### src/rtl/aes_arbiter2.sv
// rtl/aes_arbiter2.sv - two-requester front end sharing one AES-128 core
//
// Ports:
//   clk, rst                      clock and synchronous active-high reset
//   reqN_valid/ready/key/pt       block submission from requester N (N = 0, 1)
//   rspN_valid/ready/ct           ciphertext return to requester N
//   hold_step                     stall; core_step_en is its inverse
//   core_start/key/plaintext      launch of one block on the shared core
//   core_step_en                  round-advance enable to the core
//   core_busy/done/ciphertext     core status and result
//   err                           sticky watchdog timeout flag
module aes_arbiter2 #(
    parameter int WATCHDOG_MAX = 16
) (
    input  logic         clk,
    input  logic         rst,
    input  logic         req0_valid,
    output logic         req0_ready,
    input  logic [127:0] req0_key,
    input  logic [127:0] req0_pt,
    input  logic         req1_valid,
    output logic         req1_ready,
    input  logic [127:0] req1_key,
    input  logic [127:0] req1_pt,
    output logic         rsp0_valid,
    input  logic         rsp0_ready,
    output logic [127:0] rsp0_ct,
    output logic         rsp1_valid,
    input  logic         rsp1_ready,
    output logic [127:0] rsp1_ct,
    input  logic         hold_step,
    output logic         core_start,
    output logic [127:0] core_key,
    output logic [127:0] core_plaintext,
    output logic         core_step_en,
    input  logic         core_busy,
    input  logic         core_done,
    input  logic [127:0] core_ciphertext,
    output logic         err
);

    // The counter only has to reach WATCHDOG_MAX-1; the final step is
    // detected combinationally so the timeout lands on the MAX-th step.
    localparam int WD_W = (WATCHDOG_MAX < 2) ? 1 : $clog2(WATCHDOG_MAX);
    localparam logic [WD_W-1:0] WD_LAST = WD_W'(WATCHDOG_MAX - 1);

    typedef enum logic [1:0] {
        IDLE   = 2'd0,
        LAUNCH = 2'd1,
        RUN    = 2'd2,
        RESP   = 2'd3
    } state_t;

    state_t          state;
    state_t          state_n;
    logic            prio;
    logic            gidx;
    logic [WD_W-1:0] wd_cnt;
    logic            err_q;
    logic [127:0]    op_key;
    logic [127:0]    op_pt;
    logic [127:0]    rsp_q;

    logic grant;
    logic idle_free;
    logic accept;
    logic capture;
    logic timeout;
    logic wd_step;
    logic rsp_hs;
    logic rsp_on;

    // Priority pointer only matters on contention; otherwise the lone
    // valid requester wins (requester 0 when nobody is asking).
    assign grant     = (req0_valid && req1_valid) ? prio : req1_valid;
    assign idle_free = (state == IDLE) && !core_busy;

    always_comb begin
        state_n = state;
        accept  = 1'b0;
        capture = 1'b0;
        timeout = 1'b0;
        wd_step = 1'b0;
        rsp_hs  = 1'b0;
        case (state)
            IDLE: begin
                if (idle_free && (grant ? req1_valid : req0_valid)) begin
                    accept  = 1'b1;
                    state_n = LAUNCH;
                end
            end
            LAUNCH: state_n = RUN;
            RUN: begin
                // A done in the same cycle as the last allowed step wins.
                if (core_done) begin
                    capture = 1'b1;
                    state_n = RESP;
                end else if (core_step_en) begin
                    wd_step = 1'b1;
                    if (wd_cnt == WD_LAST) begin
                        timeout = 1'b1;
                        state_n = IDLE;
                    end
                end
            end
            RESP: begin
                if (gidx ? rsp1_ready : rsp0_ready) begin
                    rsp_hs  = 1'b1;
                    state_n = IDLE;
                end
            end
            default: state_n = IDLE;
        endcase
    end

    always_ff @(posedge clk) begin
        if (rst) begin
            state  <= IDLE;
            prio   <= 1'b0;
            gidx   <= 1'b0;
            wd_cnt <= '0;
            err_q  <= 1'b0;
            op_key <= '0;
            op_pt  <= '0;
            rsp_q  <= '0;
        end else begin
            state <= state_n;
            if (accept) begin
                gidx   <= grant;
                op_key <= grant ? req1_key : req0_key;
                op_pt  <= grant ? req1_pt : req0_pt;
                wd_cnt <= '0;
            end
            if (wd_step) begin
                wd_cnt <= wd_cnt + 1'b1;
            end
            if (capture) begin
                rsp_q <= core_ciphertext;
            end
            if (timeout) begin
                err_q <= 1'b1;
            end
            if (rsp_hs) begin
                prio <= ~gidx;
            end
        end
    end

    // Outputs are gated by rst so they read zero during the reset cycle
    // itself, before the registers have been cleared.
    assign rsp_on         = !rst && (state == RESP);
    assign req0_ready     = !rst && idle_free && !grant;
    assign req1_ready     = !rst && idle_free && grant;
    assign rsp0_valid     = rsp_on && !gidx;
    assign rsp1_valid     = rsp_on && gidx;
    assign rsp0_ct        = rsp0_valid ? rsp_q : '0;
    assign rsp1_ct        = rsp1_valid ? rsp_q : '0;
    assign core_start     = !rst && (state == LAUNCH);
    assign core_key       = rst ? '0 : op_key;
    assign core_plaintext = rst ? '0 : op_pt;
    assign core_step_en   = !hold_step;
    assign err            = err_q && !rst;

endmodule

### config.mk
export PLATFORM = sky130hd
export DESIGN_NAME = aes_arbiter2
export DESIGN_NICKNAME = d
export VERILOG_FILES = /design/src/rtl/aes_arbiter2.sv
export SDC_FILE = /design/constraint.sdc
export NUM_CORES = 1
export LEC_CHECK = 0
export ABC_AREA = 0
export CORE_AREA = 3 3 454 456
export CTS_CLUSTER_SIZE = 28
export DETAILED_ROUTE_END_ITERATION = 8
export DIE_AREA = 0 0 457 459
export GPL_TIMING_DRIVEN = 0
export PLACE_DENSITY_LB_ADDON = 0.05
export SLEW_MARGIN = 0
export SYNTH_ARGS = -nofsm -noshare
export SYNTH_HDL_FRONTEND = slang
export SYNTH_SLANG_ARGS = --single-unit
### constraint.sdc
create_clock -name clk -period 3.65 [get_ports clk]
set_clock_uncertainty 0.1 [all_clocks]
set_input_delay 0.73 -clock clk [delete_from_list [all_inputs] [get_ports clk]]
set_output_delay 0.73 -clock clk [all_outputs]
set_load 0.02 [all_outputs]
==> summary.md, run 1 <==
| Metric | Value |
|---|---|
| Status | finished, final reports clean |
| Distinct cells, synth | 39 |
| Number of antenna violations at the first check in global routing | 91 |
| Syn-to-layout area delta | 83.2% |
| Largest net degree at the start of global routing | 20 |
| Initial cell density of the core | slightly above 10% |
| Crit path kind | primary input to primary output |
| Max-slew violation count | 0 |
| Row count | 165 |
| Worst Max-Slew Pin Slew | about 1.3 ns |
| P per Cell Area | roughly 390 nW/µm² |
| Cell taking the most area after synthesis | dfxtp_1 |
| Die H | roughly 460 µm |
| Top cells by area in the synthesized netlist | dfxtp_1 38%, a311oi_1 11%, a21oi_1 9.5%, nor2b_1 7.8%, and2_1 7.8% |
| RSZ-0062 raised after global routing | no |
| PortBufs | 1165 |
| DRT iter0 DRCs | between 1000 and 1500 |
| Yosys top cell area share | between 30% and 40% |
| Fillers | about 23000 |
| Critical path launch point type | primary input |
| CP peak stage delay | around 0.7 ns |
| CTS max path bufs | 3 |
| Syn Inst Count | 2697 |
| WHS | 0.359 ns |
| YS warnings | 0 |
| CP Capture Point | core_plaintext[66] |
| Final Critical Period | roughly 3.5 ns |
| Seq/Total Area, Yosys | roughly two fifths |
| Final Hold Vio Count | 0 |
| Hold Path Class | register to register |
| Via-per-instance ratio | between 3 and 4 |
| Critical path's most frequent cell | buf_2 |
| Final GP Congestion | roughly 0.80 |
| Root Buffer | clkbuf_16 |
| Final cell count without fillers | between 6000 and 7000 |
| H-tree levels | 2 |
| Setup slack, reg-to-reg | roughly 0.79 ns |
| Syn Std Cell Area | a little over 20000 µm² |
| First-pass GRT wire length | 249000 µm |
| Final period utilization | 96.0% |
| Syn avg cell area | between 7 and 8 µm² |
| FF+latch count, synth | between 300 and 400 |
| Setup-failing EPs final | 0 |
| Die area | 210000 µm² |
| Async SR Flop Fraction | 0% |
| First-pass DRT Iterations | 6 |
| Worst skew pair latency | 0.69 ns |
| Crit path max fanout | 10 |
| Worst EP arrival | 2.67 ns |
| Cells along the critical path | buf_2 -> buf_2 -> clkbuf_2 -> nor2b_1 -> clkdlybuf4s50_1 |
| Fmax | between 200 and 300 MHz |
| Remaining antenna violation count after routing | 0 |
| Max-cap violations | 0 |
| Drt total wl | 185000 µm |
| GRT overflow | 0 |
| Die width | 457 µm |
| Worst r2r src | state[1] |
| Vias in the first global route | approximately 27000 |
| # IOs | approximately 1200 |
| # clock sinks | just under 400 |
| Count leader, synth | dfxtp_1 |
| Hold Startpoint | rsp_q[10] |
| Worst setup margin | between 0.1 and 0.15 ns |
| CP startpoint | rst |
| Clock buffer count from CTS | 60 |
| Overall Power | approximately 15000 µW |
| Clk slew on worst S/H paths | around 0.06 ns |
| Worst relative slew slack | approximately 16% |
| Net Count, Synth | 3347 |
| HPWL Detailed | 151000 µm |
| Maximum VDD drop | about 360 µV |
| Nets | roughly 4600 |
| Top cells by count, synth | 393 x dfxtp_1, 389 x a21oi_1, 259 x nand3_1 |
| Via count | about 26000 |
| Worst setup EP type | primary output |
| Gr usage total | roughly 17% |
| Static Leak | 0.0135 µW |
| EDFF count, synth | 0 |
| Reg2reg end | op_key[92] |
| Top_reg_cell synth | dfxtp_1 |
| CP max stage cell | clkdlybuf4s50_1 |
| DP Cell Count | 6534 |
| Layout cells sized above 1 | under 10% |
| Critical Path RT | about 2.8 ns |
| Post-place setup slack | -1.40 ns |
| Core area | about 200000 µm² |
| WL/cell | between 20 and 30 µm |
| Reg2reg path depth | 5 |
| Drt drc | 0 |
| CTS tree | built |
[layout make-up]
| cell class | instances | area (µm²) | share of cell area, % |
|---|---|---|---|
| well taps | 2672 | 3340 | 8.90 |
| repair buffers | 1169 | 11400 | 30.4 |
| multi-input cells | 1970 | 11300 | 30.0 |
| clock inverters | 15 | 186 | 0.496 |
| inverters | 4 | 15.0 | 0.0400 |
| clock buffers | 95 | 1870 | 4.99 |
| plain buffers | 328 | 1540 | 4.09 |
| diodes | 29 | 72.6 | 0.193 |
| flip-flops and latches | 393 | 7870 | 20.9 |
[layer usage]
layer | wire length, µm | GRT usage (%) | share of wire (%) | up-vias
li1 | - | - | - | 12100
met1 | 68400 | 18.1 | 37 | 12400
met3 | 17700 | 6.98 | 9.6 | 221
met5 | 458 | 0 | 0.25 | -
met4 | 2910 | 2.69 | 1.6 | 70
met2 | 95400 | 31.4 | 52 | 968
[critical path: cells and delay by family]
family / cells / cell delay (ns)
buffers and inverters: 4 / 1.48
and+or+nand+nor: 1 / 0.43
[worst min-delay path by stage]
stage / end / slack [ns] / cells after the start
floorplan: err_q / 0.33 / 2
global placement: rsp_q[9] / 0.36 / 2
detailed placement: rsp_q[9] / 0.36 / 2
CTS: rsp_q[9] / 0.36 / 2
global route: rsp_q[110] / 0.39 / 2
finish: rsp_q[10] / 0.36 / 2
[what timing repair did]
action                                  in CTS  in global routing
setup buffers                                4                  0
gates cloned                                 0                  0
endpoints found under the setup margin     419                 30
pin swaps                                    3                  0
hold buffers                                 0                  0
resized for setup                          350                 44
[state kept, by name, indices dropped and copies added (netlist names)]
signal  count
wd_cnt      4
prio        1
err_q       1
state       2
gidx        1
rsp_q     128
op_pt     128
op_key    128
[metrics by stage]
step,utilization [%],setup TNS (ns),cell area [µm²]
final,18.6,0,37600
after global routing,18.6,0,37500
after CTS,18.6,0,37500
after detailed placement,17.6,-287.33,35500
after global placement,17.6,-338.35,35500
after floorplan,-,0,20500
[report_power, final]
group | switching [µW] | internal, µW
combinational | 1990 | 1530
clock | 2520 | 3760
sequential | 197 | 4650
[logic make-up (layout without fill, tap and decap cells)]
family / after synthesis / in the layout / synth area share [%]
AO/OA/AOI/OAI: 916 / 916 / 27.2
adder cells (fa/ha/maj): 1 / 1 / 0.0610
buffers and inverters: 334 / 1611 / 6.85
flip-flops: 393 / 393 / 38.4
multiplexers: 1 / 1 / 0.0488
other: 0 / 29 / 0
AND/OR/NAND/NOR: 1052 / 1052 / 27.5
[layout by cell type (no fill, tap or decap), drive strengths merged, types with 3 or more instances in the layout]
| cell type | count |
|---|---|
| nand3 | 259 |
| clkbuf | 309 |
| o21ai | 260 |
| clkinv | 9 |
| nor2 | 5 |
| nand2 | 258 |
| clkdlybuf4s50 | 909 |
| dlymetal6s2s | 8 |
| and2 | 256 |
| clkdlybuf4s15 | 21 |
| dlygate4sd2 | 217 |
| nor3 | 3 |
| a21oi | 389 |
| nor2b | 257 |
| a311oi | 257 |
| inv | 6 |
| buf | 127 |
| dfxtp | 393 |
| nand2b | 3 |
| bufinv | 4 |
| diode | 29 |
No activity file was read; power rests on OpenSTA's default activity.
==> run 2, diff against run 1 <==
--- a/config.mk
+++ b/config.mk
@@ -6,10 +6,11 @@
 export NUM_CORES = 1
 export LEC_CHECK = 0
 export ABC_AREA = 0
-export CORE_AREA = 3 3 454 456
+export CORE_AREA = 2 2 453 455
+export CTS_CLUSTER_DIAMETER = 200
 export CTS_CLUSTER_SIZE = 28
 export DETAILED_ROUTE_END_ITERATION = 8
-export DIE_AREA = 0 0 457 459
+export DIE_AREA = 0 0 455 457
 export GPL_TIMING_DRIVEN = 0
 export PLACE_DENSITY_LB_ADDON = 0.05
 export SLEW_MARGIN = 0
==> run 2 against run 1 <==
  * Die area is 0.87% lower
  * Global-route usage is 0.33 points lower
  * First-iteration DRC count is 4.3% lower
  * Critical endpoint is now core_key[18]
==> summary.md, run 2 (synthesized netlist as in run 1, its figures left out) <==
| Metric | Value |
|---|---|
| Drt drc | 0 |
| Post-place setup slack | -1.34 ns |
| Post-CTS Hold Buffers | 0 |
| Die H | about 460 µm |
| Worst setup EP type | primary output |
| Hold Path Class | register to register |
| First-pass GRT wire length | 240000 µm |
| Biggest regs | op_key x128, op_pt x128, rsp_q x128 |
| Clk slew on worst S/H paths | 0.10 ns |
| Worst relative slew slack | between 9 and 10% |
| Buf+Inv Stages, Crit Path | 4 |
| Critical Path RT | 2.82 ns |
| # IOs | roughly 1200 |
| Crit path max fanout | 10 |
| CP top delay family | buffers and inverters |
| Status | finished, final reports clean |
| Core area | 203000 µm² |
| Final period utilization | between 90% and 100% |
| CP max stage cell | clkdlybuf4s50_1 |
| WL/cell | approximately 27 µm |
| RSZ-0062 raised after global routing | no |
| Met2 GRT Util | a little under a third |
| Final GP Congestion | roughly 0.79 |
| Comb power frac | 31.2% |
| Critical path launch point type | primary input |
| Root Buffer | clkbuf_16 |
| Gr busiest metal | met2 |
| Gr usage total | about 17% |
| Layout cells sized above 1 | 5.33% |
| Nets | ~4500 |
| Drt total wl | between 150000 and 200000 µm |
| Met3 GRT Util | 5.25% |
| # clock sinks | just under 400 |
| Most frequent cells in the layout | 917 x clkdlybuf4s50_1, 393 x dfxtp_1, 389 x a21oi_1 |
| HPWL Detailed | 148000 µm |
| Final cell count without fillers | ~6600 |
| Die area | 208000 µm² |
| Worst r2r src | state[1] |
| P per Cell Area | around 310 nW/µm² |
| Static Leak | 0.0127 µW |
| Seq pwr share | between 40% and 50% |
| Via-per-instance ratio | 3.84 |
| Max-slew violation count | 0 |
| Initial cell density of the core | 10.1% |
| GRT met1 Usage | between 10% and 20% |
| Switching Fraction | approximately 37% |
| Crit path kind | primary input to primary output |
| Row count | between 150 and 200 |
| CP startpoint | rst |
| Die width | 455 µm |
| DRT iter0 DRCs | between 1000 and 1500 |
| Worst EP arrival | roughly 2.7 ns |
| Reg2reg path depth | 5 |
| Vias in the first global route | around 27000 |
| H-tree levels | 1 |
| Area of placed instances | about 36000 µm² |
| Number of antenna violations at the first check in global routing | a little over 100 |
| Sw Pwr | about 4000 µW |
| Setup-failing EPs final | 0 |
| Fmax | ~280 MHz |
| Design area | between 30000 and 40000 µm² |
| Power share of the clock group | between 20 and 30% |
| Worst Max-Slew Pin Slew | roughly 1.4 ns |
| Hold Startpoint | rsp_q[42] |
| Syn-to-layout area delta | 75.9% |
| Largest net degree at the start of global routing | 29 |
| First-pass DRT Iterations | 6 |
| Crit. path cell count | 5 |
| WHS | approximately 0.37 ns |
| Maximum VDD drop | a little over 300 µV |
| Clock buffer count from CTS | 18 |
| CTS tree | built |
| Final Hold Vio Count | 0 |
| Cells along the critical path | buf_2 -> clkbuf_2 -> clkbuf_1 -> nor2b_1 -> clkdlybuf4s50_1 |
| Max-cap violations | 0 |
| CP peak stage delay | 0.59 ns |
| DP Cell Count | approximately 6600 |
| Via count | 25400 |
| Leading cell type in the layout, fill and taps excluded | clkdlybuf4s50_1 |
| Final core utilization | between 15 and 20% |
| Int Power | 7150 µW |
| GRT overflow | 0 |
| PortBufs | about 1200 |
| Final Critical Period | about 3.5 ns |
| Hold Crit Depth | 2 |
| CTS max path bufs | 3 |
| Worst skew pair latency | about 0.65 ns |
| Worst setup margin | 0.113 ns |
| Remaining antenna violation count after routing | 0 |
==> run 2: changes by cell type in the layout (fill, tap and decap cells not counted), sizes merged <==
cell / change
clkdlybuf4s15: -7
inv: -2
dlymetal6s2s: -3
clkdlybuf4s50: +8
buf: -2
clkinv: -7
dlygate4sd2: +9
diode: +1
bufinv: -4
clkdlybuf4s18: -1
clkbuf: -79
==> run 2: repair_timing <==
action                                  CTS  global route
endpoints found under the hold margin     0             0
endpoints found under the setup margin  423            17
pin swaps                                 3             0
setup buffers                             3             0
gates resized for setup                 350            18
==> run 2: area by class of cell <==
cell class	count	area [µm²]
Fill cell	23200	167000
Timing Repair Buffer	1168	11400
Multi-Input combinational cell	1970	11300
Sequential cell	393	7870
Tap cell	2688	3360
Buffer	329	1560
Clock buffer	20	479
Antenna cell	30	75.1
Clock inverter	2	32.5
Inverter	4	15.0
==> run 2: power by group through the flow <==
stage                     Clock, µW  Sequential [µW]  Combinational, µW
after global placement            0             4940               3620
after floorplan                   0             4860               1600
after detailed placement          0             4940               3590
final                          2900             4840               3520
after global routing           3210             4890               3820
after CTS                      3190             4850               3610
==> run 2: final timing paths <==
check | slack [ns] | to
min | 0.37 | rsp_q[42]
max | 0.11 | core_key[18]
min reg2reg | 0.37 | rsp_q[42]
max reg2reg | 0.91 | op_key[97]
==> run 2: tightest hold or removal path: stages (launching register included) <==
cell and delay, ns:
dfxtp_1 0.33, nand2_1 0.05, a21oi_1 0.05
==> run 2: metrics by stage <==
| stage | power (µW) | setup TNS, ns |
|---|---|---|
| after CTS | 11700 | 0 |
| after global placement | 8560 | -294.55 |
| after detailed placement | 8530 | -227.86 |
| final | 11300 | 0 |
| after floorplan | 6450 | 0 |
| after global routing | 11900 | 0 |
==> run 2: per-layer routing <==
layer / wire, µm / up-vias
li1: - / 12000
met5: 499 / -
met3: 13300 / 232
met1: 68200 / 12200
met4: 5180 / 80
met2: 93700 / 879
==> run 3, diff against run 2 <==
--- a/config.mk
+++ b/config.mk
@@ -5,12 +5,12 @@
 export SDC_FILE = /design/constraint.sdc
 export NUM_CORES = 1
 export LEC_CHECK = 0
-export ABC_AREA = 0
-export CORE_AREA = 2 2 453 455
+export ABC_AREA = 1
+export CORE_AREA = 2 2 460 462
 export CTS_CLUSTER_DIAMETER = 200
 export CTS_CLUSTER_SIZE = 28
 export DETAILED_ROUTE_END_ITERATION = 8
-export DIE_AREA = 0 0 455 457
+export DIE_AREA = 0 0 462 464
 export GPL_TIMING_DRIVEN = 0
 export PLACE_DENSITY_LB_ADDON = 0.05
 export SLEW_MARGIN = 0
==> run 3 against run 2 <==
  * Cell count is 12% higher
  * First-iteration DRC count is 5.0% lower
  * Non-clock buffer count is 116 lower
  * Largest cell class unchanged
  * Highest routed layer unchanged
==> summary.md, run 3 <==
| Metric | Value |
|---|---|
| Post-Synth Adder-Cell Area | less than 1% |
| Int Power | 7810 µW |
| Leading cell type in the layout, fill and taps excluded | nand2_1 |
| YS warnings | 0 |
| Nets | ~5200 |
| Worst Max-Slew Pin Slew | around 0.83 ns |
| Seq pwr share | about two fifths |
| Status | finished, final reports clean |
| Top cells by count, synth | 1038 x nand2_1, 651 x inv_1, 520 x nor2_1 |
| Sw Pwr | ~5300 µW |
| Setup slack, reg-to-reg | approximately 0.85 ns |
| Remaining antenna violation count after routing | 0 |
| H-tree levels | 1 |
| XOR/XNOR Fraction of Synth Area | 0% |
| PortBufs | 1167 |
| First-pass GRT wire length | between 200000 and 250000 µm |
| Compound-cell area share of the yosys netlist | a little over an eighth |
| Root Buffer | clkbuf_16 |
| Static Leak | 0.0164 µW |
| Clock buffer count from CTS | 18 |
| Biggest regs | op_key x128, op_pt x128, rsp_q x128 |
| Setup-failing EPs final | 0 |
| Critical path launch point type | primary input |
| Power share of the clock group | 22.0% |
| CTS max path bufs | 3 |
| CTS tree | built |
| Max-slew violation count | 0 |
| Final cell count without fillers | about 7400 |
| Switching Fraction | between 40 and 50% |
| Async SR Flop Fraction | 0% |
| Area occupied by multi-input gates | 8700 µm² |
| First-pass DRT Iterations | 5 |
| Syn avg cell area | roughly 5.9 µm² |
| Die H | roughly 460 µm |
| Main combinational cell family by area after synthesis | simple AND/OR/NAND/NOR gates |
| Die width | approximately 460 µm |
| Count leader, synth | nand2_1 |
| HPWL Detailed | 146000 µm |
| Critical Path RT | about 2.8 ns |
| Syn Std Cell Area | approximately 20000 µm² |
| Top cells by area in the synthesized netlist | dfxtp_1 39%, nand2_1 20%, inv_1 12%, nor2_1 9.8%, o21ai_1 6.0% |
| Final GP Congestion | approximately 0.8 |
| Maximum VDD drop | around 250 µV |
| Worst EP arrival | 2.70 ns |
| Die area | around 210000 µm² |
| Drt total wl | roughly 170000 µm |
| Initial cell density of the core | 9.54% |
| Worst skew pair latency | 0.64 ns |
| Crit path kind | primary input to primary output |
| Top_reg_cell synth | dfxtp_1 |
| Largest net degree at the start of global routing | 29 |
| Post-synthesis simple-gate area fraction | between 20 and 30% |
| Most frequent cells in the layout | 1038 x nand2_1, 895 x clkdlybuf4s50_1, 651 x inv_1 |
| Sequential cell area | 7870 µm² |
| EDFF count, synth | 0 |
| WL/cell | between 20 and 25 µm |
| Yosys top cell area share | about two fifths |
| DP Cell Count | around 7300 |
| Layout cells sized above 1 | roughly 4.6% |
| Via-per-instance ratio | about 3.3 |
| Row count | between 150 and 200 |
| Max-cap violations | 0 |
| Final Hold Vio Count | 0 |
| Final Critical Period | ~3.5 ns |
| Distinct cells, synth | 22 |
| Final period utilization | 96.8% |
| P per Cell Area | approximately 370 nW/µm² |
| Gr usage total | about 15% |
| WHS | around 0.39 ns |
| DRT iter0 DRCs | ~1100 |
| Vias in the first global route | between 20000 and 25000 |
| Worst relative slew slack | around 45% |
| Post-synthesis mux area share | 0% |
| FF+latch count, synth | between 300 and 400 |
| Core area | about 210000 µm² |
| Crit path max fanout | 10 |
| Syn-to-layout area delta | 79.8% |
| Seq/Total Area, Yosys | 39.4% |
| # clock sinks | slightly below 400 |
| Cell taking the most area after synthesis | dfxtp_1 |
| Hold Path Class | register to register |
| Drt drc | 0 |
| Fillers | roughly 24000 |
| Clk slew on worst S/H paths | 0.13 ns |
| Net Count, Synth | 4019 |
| Number of antenna violations at the first check in global routing | 102 |
| GRT overflow | 0 |
| Via count | about 24000 |
| Syn Inst Count | 3369 |
| Worst setup EP type | primary output |
| RSZ-0062 raised after global routing | yes |
| Fmax | 283 MHz |
| # IOs | between 1000 and 1500 |
| Comb power frac | around two fifths |
## run 3: changes by cell type after synthesis, moves of 255 or more
| cell | previous run | this run |
|---|---|---|
| and2_1 | 256 | 0 |
| nor2b_1 | 257 | 0 |
| nand2_1 | 258 | 1038 |
| inv_1 | 3 | 651 |
| nor2_1 | 5 | 520 |
| a311oi_1 | 257 | 0 |
| a21oi_1 | 389 | 134 |
## run 3: worst paths after layout
kind                   start                 end  cells after the start
setup / recovery         rst  core_plaintext[58]                      5
hold / removal    rsp_q[103]          rsp_q[103]                      2
setup reg to reg        prio          op_pt[121]                      9
hold reg to reg   rsp_q[103]          rsp_q[103]                      2
## run 3: layer usage
metal | routed length [µm] | up-vias | GRT usage, %
met4 | 1940 | 56 | 1.79
met1 | 66600 | 10900 | 16.7
met5 | 353 | - | 0
met2 | 88000 | 859 | 28.7
met3 | 15700 | 181 | 5.88
li1 | - | 12300 | -
## run 3: logic make-up after synthesis
group           after synthesis
flops                       393
simple gates               1580
buf+inv                     868
fa+ha+maj                     1
compound gates              527
## run 3: area by class of cell
| type | count | area share, % |
|---|---|---|
| Timing Repair Buffer | 1170 | 32.5 |
| Multi-Input combinational cell | 2108 | 24.3 |
| Sequential cell | 393 | 21.9 |
| Tap cell | 2805 | 9.79 |
| Inverter | 656 | 6.87 |
| Buffer | 211 | 2.91 |
| Clock buffer | 22 | 1.41 |
| Antenna cell | 28 | 0.195 |
| Clock inverter | 3 | 0.0733 |
## run 3: timing repair
item	4_1_cts	5_1_grt
endpoints found under the setup margin	510	98
pin swaps	1	0
setup buffers	3	0
hold buffers	0	0
gates resized for setup	245	99
## run 3: stage by stage
step | worst slack (ns) | TNS, ns | utilization [%] | cell area, µm² | power, µW
3_5_place_dp | -1.11 | -310.77 | 16.8 | 35100 | 10500
5_1_grt | -0.00926 | -0.0202 | 17.1 | 35800 | 14100
2_1_floorplan | 1.03 | 0 | - | 19900 | 7630
6_report | 0.116 | 0 | 17.1 | 35900 | 13100
4_1_cts | -0.00429 | -0.0101 | 17.0 | 35600 | 13600
3_3_place_gp | -1.09 | -305.75 | 16.8 | 35100 | 10500
## run 3: power by group through the flow
stage | logic, µW | registers, µW | clock network [µW]
finish | 5040 | 5170 | 2890
global placement | 5270 | 5260 | 0
global route | 5630 | 5240 | 3250
CTS | 5280 | 5170 | 3170
detailed placement | 5250 | 5270 | 0
floorplan | 2390 | 5240 | 0
## run 3: worst max-delay path, stage by stage
cell and delay (ns):
clkdlybuf4s15_2 0.31, clkbuf_4 0.31, buf_2 0.26, nor2_1 0.17, clkdlybuf4s50_1 0.88
